===== src/rtl/regfile_pkg.sv =====
// Shared defaults and clear-FSM state type for the multi-read-port register file.
package regfile_pkg;

    localparam int unsigned DATA_W_DEF = 32;
    localparam int unsigned ADDR_W_DEF = 5;
    localparam int unsigned NRD_DEF    = 2;

    typedef enum logic {
        CLEAR = 1'b0,
        READY = 1'b1
    } clr_state_e;

endpackage


===== src/rtl/regfile_rdport.sv =====
// One registered read port: write-first bypass, sweep masking and optional zero-register masking.
// Optional feature: REGFILE_ZERO_REG_EN forces address 0 to read as zero.
module regfile_rdport
    import regfile_pkg::*;
#(
    parameter int unsigned DATA_W = DATA_W_DEF,
    parameter int unsigned ADDR_W = ADDR_W_DEF
) (
    input  logic              clk,
    input  logic              reset,
    input  logic              clearing,
    input  logic              re_n,
    input  logic [ADDR_W-1:0] raddr,
    input  logic [DATA_W-1:0] mem_rdata,
    input  logic              wr_fwd,
    input  logic [ADDR_W-1:0] waddr,
    input  logic [DATA_W-1:0] wdata,
    output logic [DATA_W-1:0] rdata
);

    logic [DATA_W-1:0] rdata_d;
    logic [DATA_W-1:0] rdata_q;

    always_comb begin
        rdata_d = rdata_q;
        if (!re_n) begin
            if (clearing) begin
                rdata_d = '0;
            end else if (wr_fwd && (waddr == raddr)) begin
                rdata_d = wdata;
            end else begin
                rdata_d = mem_rdata;
            end
`ifdef REGFILE_ZERO_REG_EN
            // Masking last also hides any bypassed write to address 0.
            if (raddr == '0) begin
                rdata_d = '0;
            end
`endif
        end
    end

    always_ff @(posedge clk) begin
        if (reset) begin
            rdata_q <= '0;
        end else begin
            rdata_q <= rdata_d;
        end
    end

    assign rdata = rdata_q;

endmodule


===== src/rtl/regfile_mp.sv =====
// Multi-read-port register file with a post-reset clear sweep (busy while sweeping).
// Optional feature: REGFILE_ZERO_REG_EN makes address 0 a hard-wired zero register.
module regfile_mp
    import regfile_pkg::*;
#(
    parameter int unsigned DATA_W = DATA_W_DEF,
    parameter int unsigned ADDR_W = ADDR_W_DEF,
    parameter int unsigned NRD    = NRD_DEF
) (
    input  logic                  clk,
    input  logic                  reset,
    input  logic                  we_,
    input  logic [ADDR_W-1:0]     waddr,
    input  logic [DATA_W-1:0]     wdata,
    input  logic [NRD-1:0]        re_,
    input  logic [NRD*ADDR_W-1:0] raddr,
    output logic [NRD*DATA_W-1:0] rdata,
    output logic                  busy
);

    localparam int unsigned DEPTH = 1 << ADDR_W;

    clr_state_e        state_d, state_q;
    logic [ADDR_W-1:0] cnt_d, cnt_q;
    logic              busy_d, busy_q;

    logic              mem_we_c;
    logic [ADDR_W-1:0] mem_waddr_c;
    logic [DATA_W-1:0] mem_wdata_c;
    logic              wr_fwd_c;

    logic [DATA_W-1:0] mem_q [DEPTH];

    // Clear sweep sequencing and selection of the single memory write port.
    always_comb begin
        state_d     = state_q;
        cnt_d       = cnt_q;
        busy_d      = busy_q;
        mem_we_c    = 1'b0;
        mem_waddr_c = waddr;
        mem_wdata_c = wdata;
        wr_fwd_c    = 1'b0;
        unique case (state_q)
            CLEAR: begin
                mem_we_c    = 1'b1;
                mem_waddr_c = cnt_q;
                mem_wdata_c = '0;
                if (&cnt_q) begin
                    state_d = READY;
                    busy_d  = 1'b0;
                end else begin
                    cnt_d = cnt_q + ADDR_W'(1);
                end
            end
            READY: begin
                wr_fwd_c = !we_;
                mem_we_c = !we_;
`ifdef REGFILE_ZERO_REG_EN
                if (waddr == '0) begin
                    mem_we_c = 1'b0;
                end
`endif
            end
            default: ;
        endcase
        if (reset) begin
            mem_we_c = 1'b0;
        end
    end

    always_ff @(posedge clk) begin
        if (reset) begin
            state_q <= CLEAR;
            cnt_q   <= '0;
            busy_q  <= 1'b1;
        end else begin
            state_q <= state_d;
            cnt_q   <= cnt_d;
            busy_q  <= busy_d;
        end
    end

    // Storage has no reset; only the sweep zeroes it.
    always_ff @(posedge clk) begin
        if (mem_we_c) begin
            mem_q[mem_waddr_c] <= mem_wdata_c;
        end
    end

    for (genvar k = 0; k < NRD; k++) begin : g_rd
        regfile_rdport #(
            .DATA_W(DATA_W),
            .ADDR_W(ADDR_W)
        ) u_rdport (
            .clk      (clk),
            .reset    (reset),
            .clearing (state_q == CLEAR),
            .re_n     (re_[k]),
            .raddr    (raddr[k*ADDR_W +: ADDR_W]),
            .mem_rdata(mem_q[raddr[k*ADDR_W +: ADDR_W]]),
            .wr_fwd   (wr_fwd_c),
            .waddr    (waddr),
            .wdata    (wdata),
            .rdata    (rdata[k*DATA_W +: DATA_W])
        );
    end

    assign busy = busy_q;

endmodule


===== config.mk =====
export PLATFORM = sky130hd
export DESIGN_NAME = regfile_mp
export DESIGN_NICKNAME = d
export VERILOG_FILES = /design/src/rtl/regfile_pkg.sv /design/src/rtl/regfile_rdport.sv /design/src/rtl/regfile_mp.sv
export SDC_FILE = /design/constraint.sdc
export NUM_CORES = 1
export LEC_CHECK = 0
export CAP_MARGIN = 20
export CORE_MARGIN = 2
export CORE_UTILIZATION = 55
export DETAILED_ROUTE_END_ITERATION = 10
export PLACE_DENSITY_LB_ADDON = 0.3
export SYNTH_ARGS = -nofsm -noshare
export SYNTH_HDL_FRONTEND = slang
export SYNTH_SLANG_ARGS = --single-unit
export TNS_END_PERCENT = 10

===== constraint.sdc =====
create_clock -name clk -period 8.2 [get_ports clk]
set_input_delay 2.46 -clock clk [delete_from_list [all_inputs] [get_ports clk]]
set_output_delay 2.46 -clock clk [all_outputs]
set_load 0.02 [all_outputs]

== Word level (Yosys, flattened, before mapping) ==
Memories as Yosys holds them, arrays and structs flattened.
Index checks and enable logic that the tools add are counted.

* Memory bits (writable): 1024
* Memories kept: 1
* Bits in latches: 0
* Output and inout port bits: 65
* Bits in read-only memories: 0
* Register bits after elaboration: 71
* Logic and storage cells: 30
* Bits of input ports: 52

{| class="wikitable"
|+ Memories
! memory !! depth !! bits a word !! rd ports !! clocked after memory_dff !! wr ports !! RTL line !! RTL
|-
| mem_q || 32 || 32 || 2 || 0 || 1 || regfile_mp.sv:32 || <nowiki>logic [DATA_W-1:0] mem_q [DEPTH];</nowiki>
|}

* Multiplexer cells: 13
* Reduce and logical (&&, ||, !) cells: 6
* Equal/unequal tests: 2
* Magnitude comparators: 0
* Add/subtract/negate cells: 1
* Multipliers: 0
* Bitwise gates (word level): 2
* Divide/modulo/power cells: 0
* Shift operators: 0

{| class="wikitable"
|+ Operator list
! kind !! number
|-
| 2-to-1 mux 32 bit || 5
|-
| == test 5 bit || 2
|-
| 2-to-1 mux 1 bit || 6
|-
| AND reduction 6 bit || 1
|-
| adder 5 x 1 -> 5 bit, second input constant || 1
|-
| 2-to-1 mux 5 bit || 1
|-
| AND reduction 5 bit || 1
|-
| logical AND 1 bit || 2
|-
| NOT 1 bit || 2
|-
| one-hot mux 1 bit (2 select lines) || 1
|-
| AND reduction 2 bit || 1
|-
| zero test 1 bit || 1
|}

== Depth between registers and ports, before layout ==
* Word-level depth: 5
* Depth in mapped cells: 9
* Mapped depth without buffers: 7

== Cells and area by module ==
From an unflattened synthesis, not the netlist that was laid out.

* Cells, all modules: 3927
* Area total of the unflattened synthesis: 53381.2 µm²

{| class="wikitable"
|+ Modules (own cells, without submodules)
! module !! sequential area each (µm²) !! cells each !! area each (µm²) !! times used
|-
| regfile_mp || 30889.6 || 3471 || 49332.3 || 1
|-
| regfile_rdport || 640.6 || 228 || 2024.4 || 2
|}

== Worst setup path before layout ==
No wires, ideal clock.

* Kind: input -> register
* Start: in we_
* End: mem mem_q[1][0] in the netlist's numbering, enable pin
* Arrival time: 4.697 ns
* Data required time: 7.779 ns
* Cell stages on the path: 5
* Setup time: 0.421 ns
* Path buffers: 1
* Slack: 3.081 ns
* Cell sequence: nand2b_1 -> a2bb2oi_1 -> or3_1 -> clkbuf_1 -> nor2_1

* Longest elaborated chain between the ends: 5

{| class="wikitable"
|+ RTL lines
! what !! RTL line !! RTL
|-
| start, declared || regfile_mp.sv:12 || <nowiki>input logic we_,</nowiki>
|-
| zero test 1 bit || regfile_mp.sv:57 || <nowiki>mem_we_c = !we_;</nowiki>
|-
| one-hot mux 1 bit (2 select lines) || regfile_mp.sv:43 || <nowiki>unique case (state_q)</nowiki>
|-
| 2-to-1 mux 1 bit || regfile_mp.sv:66 || <nowiki>if (reset) begin</nowiki>
|-
| 2-to-1 mux 1 bit || regfile_mp.sv:85 || <nowiki>if (mem_we_c) begin</nowiki>
|-
| 2-to-1 mux 1 bit (implied by the code) || regfile_mp.sv:86 || <nowiki>mem_q[mem_waddr_c] <= mem_wdata_c;</nowiki>
|-
| end, declared || regfile_mp.sv:32 ||
|}

Every way passes these cells.

== Worst setup path after layout ==
* Start: in reset
* End: mem mem_q[29][26] in the netlist's numbering, enable pin

* Longest elaborated chain between the ends: 3

{| class="wikitable"
|+ RTL lines
! what !! RTL line !! RTL
|-
| start, declared || regfile_mp.sv:11 || <nowiki>input logic reset,</nowiki>
|-
| 2-to-1 mux 1 bit || regfile_mp.sv:66 ||
|-
| 2-to-1 mux 1 bit || regfile_mp.sv:85 ||
|-
| 2-to-1 mux 1 bit (implied by the code) || regfile_mp.sv:86 ||
|}

Every way passes these cells.

==> results.json <==
{
  "num_rows": 111,
  "cts_hold_buf": 0,
  "numPortBuffers": 116,
  "die_h_um": 307.2,
  "place.gp.congestion": 0.9070,
  "clk_pin_slew_ns": 0.06,
  "antennaDiodeCount": 0,
  "grt.overflow.total": 0,
  "cts_tree": "done",
  "rsz0062_at_grt": "no",
  "synth.avg_cell_area_sq_um": 18.36,
  "ioPinCount": 117,
  "yosysWarnings": 0,
  "synth_cell_types": 56,
  "vdd_ir_drop_max_mv": 0.2047,
  "postCtsSetupBuffers": 0,
  "htree_levels": 3,
  "die_area_sq_mm": 0.09435,
  "slowest_delay_ns": 0.82,
  "status": "complete, no violations",
  "die_w_um": 307.2,
  "finalSetupTns_ns": 0,
  "reg2reg_slack_ns": 4.30,
  "finalInstanceArea_sq_mm": 0.05714,
  "clk_latency_ns": 0.70,
  "dr.pass1.iters": 7,
  "cts_num_sinks": 1095,
  "synth_nets": 2807,
  "drt-total-wl_um": 154200,
  "hold_viol": 0,
  "slew_headroom_pct": 19.46,
  "nets": 2893,
  "finClkSkew_ns": 0.02673,
  "crit_path_max_fanout": 21,
  "place_hpwl_um": 86060,
  "power_leakage_nw": 18.16,
  "grt_first_pass_wirelength_um": 221900,
  "drtIter0Drc": 4868,
  "cp.arrival_ns": 5.38,
  "antenna_found_initial": 3,
  "ys_seq_area_share_pct": 63.64,
  "worst_hold_path_type": "reg -> reg",
  "viasPerCell": 7.550,
  "worstMarginPinSlew_ns": 1.208,
  "final_core_util_pct": 62.53,
  "power_density_mw_per_mm2": 213.3,
  "cap_viol_max_count": 0,
  "wl_met3_um": 18520,
  "required_ns": 8.53,
  "critPathBufInv": 2,
  "core_area_sq_mm": 0.09139,
  "drc": 0,
  "start_kind": "input pin",
  "wl_met2_um": 73660,
  "crit_path_end_kind": "flip-flop",
  "critPathKind": "in -> reg",
  "detail-route-antenna-nets": 0,
  "grt_max_degree": 97,
  "report.final.slew_viol_count": 0,
  "initial_core_util_pct": 55.32,
  "dp.cells": 3903,
  "timing.final.crit_share_pct": 61.64,
  "syn_inst": 2753,
  "nFillCells": 6197,
  "path_cells": "clkdlybuf4s50_1 -> or3_1 -> nor2_4 -> buf_4",
  "cts.path.max_buffers": 3,
  "drt-wirelength-per-cell_um": 37.45,
  "crit_family": "simple AND/OR/NAND/NOR gates",
  "final.min_clock_period_ns": 5.055,
  "place_ws_ns": 2.482,
  "cts_made_buffers": 106,
  "fmax_mhz": 197.8,
  "ys.flop_type": "edfxtp_1",
  "critPathSlowestCell": "or3_1",
  "stdcell_count": 4117,
  "synthArstFlopShare_pct": 0,
  "top_layer": "met5",
  "place_area_sq_mm": 0.05307,
  "grt_pass1_vias": 31866,
  "setup-violations-final": 0,
  "synth_seq_cells": 1095,
  "area_growth_pct": 13.04,
  "cts_resized": 0,
  "vias": 31085,
  "synth_edf_count": 1024,
  "netlist_area_sq_mm": 0.05055,
  "layout_setup_ws_ns": 3.145,
  "clock-root-buffer": "clkbuf_16",
  "grt_usage_pct": 32.82,
  "drive_gt1_share_pct": 26.03,
  "met1_length_um": 54220
}
## worst reg2reg max path, cell delays in order, from the launching register on
cell       delay (ns)
dfxtp_2          0.31
buf_4            0.66
nand2b_1         0.31
a2bb2oi_1        0.22
or3_1            0.68
nor2_4           0.82
buf_4            0.54
## cell usage in the layout, fill, tap and decap left out, drive strengths merged, types with 35 or more instances in the layout
| master | instances |
|---|---|
| dfxtp | 71 |
| nor2 | 50 |
| a211oi | 50 |
| a21oi | 39 |
| nand3 | 41 |
| buf | 93 |
| clkbuf | 136 |
| and2 | 64 |
| a221oi | 95 |
| o21ai | 53 |
| nand2 | 78 |
| mux4 | 433 |
| clkdlybuf4s50 | 108 |
| edfxtp | 1024 |
| mux2i | 244 |
| a22oi | 37 |
| clkinv | 35 |
## registers in the layout, indices dropped and copies added (netlist names)
name / count
busy: 1
cnt_q: 5
g_rd.u_rdport.rdata: 64
state_q: 1
mem_q: 1024
## cells in the mapped netlist (3+ instances only)
cell,instances,area (sq um)
dfxtp_1,71,1421
a21oi_1,39,195.2
mux2_2,10,112.6
nand4_1,5,31.28
and2_1,64,400.4
inv_1,10,37.54
a2111oi_0,7,61.31
nand2_1,78,292.8
nor3_1,5,25.02
a22oi_1,37,277.8
a221oi_1,95,832.1
clkbuf_1,91,341.6
o21ai_0,53,265.3
mux4_2,433,9752
edfxtp_1,1024,30750
o221ai_1,5,43.79
nor2b_1,13,81.33
buf_1,31,116.4
a211oi_1,49,367.9
buf_2,61,305.3
xor2_1,5,43.79
or2_2,3,18.77
nand3_1,41,205.2
a2bb2oi_1,6,52.55
a211o_1,23,201.4
buf_6,9,101.4
o21bai_1,3,22.52
a22o_1,23,201.4
mux2i_1,244,2442
a221o_1,14,140.1
o21a_1,15,112.6
a222oi_1,27,270.3
nor2_1,50,187.7
nand2b_1,3,18.77
nand3b_1,9,67.56
or3_1,3,18.77
o211ai_1,32,240.2
buf_4,32,240.2
a31o_2,3,26.28
xnor2_1,5,43.79
## report_power, final
group          internal (mW)  switching [mW]  total (mW)
logic                  0.349           0.481       0.830
clock network           3.12            2.17        5.29
registers               6.06          0.0165        6.07
## area by class of cell
| class | count | area [sq um] | area share, % |
|---|---|---|---|
| clock buffers | 135 | 2915 | 5.102 |
| clock inverters | 65 | 858.3 | 1.502 |
| inverters | 13 | 53.80 | 0.09415 |
| multi-input cells | 1421 | 17560 | 30.74 |
| flip-flops and latches | 1095 | 32170 | 56.30 |
| well taps | 1186 | 1484 | 2.597 |
| repair buffers | 202 | 2096 | 3.668 |
## stage by stage
stage               total power [mW]  hold WS (ns)
global placement               6.995        0.4612
detailed placement             7.006        0.4783
finish                         12.19        0.4864
floorplan                      6.746        0.4890
global route                   12.46        0.4979
CTS                            12.19        0.4864
## metal layers
layer | track usage (%) | vias to the layer above
met5 | 0 | -
met4 | 15.09 | 2
met3 | 5.726 | 492
met2 | 52.28 | 2403
met1 | 44.81 | 16203
li1 | - | 11985
## path summary, 6_finish.rpt
| check | start | endpoint | cells after the start |
|---|---|---|---|
| worst min register to register | busy | busy | 2 |
| worst max register to register | state_q | mem_q[29][26] | 6 |
| worst min-delay path | busy | busy | 2 |
| worst max-delay path | reset | mem_q[29][26] | 4 |
## kinds of logic after synthesis
logic type,Yosys count,share of synthesized area (%)
adders and majority gates,2,0.04949
and+or+nand+nor,282,2.807
DFF,1095,63.64
AOI/OAI and AO/OA,440,6.703
muxes,687,24.35
xor gates and xnor gates,10,0.1733
buffers and inverters,237,2.282
(Power assumes the default switching activity.)
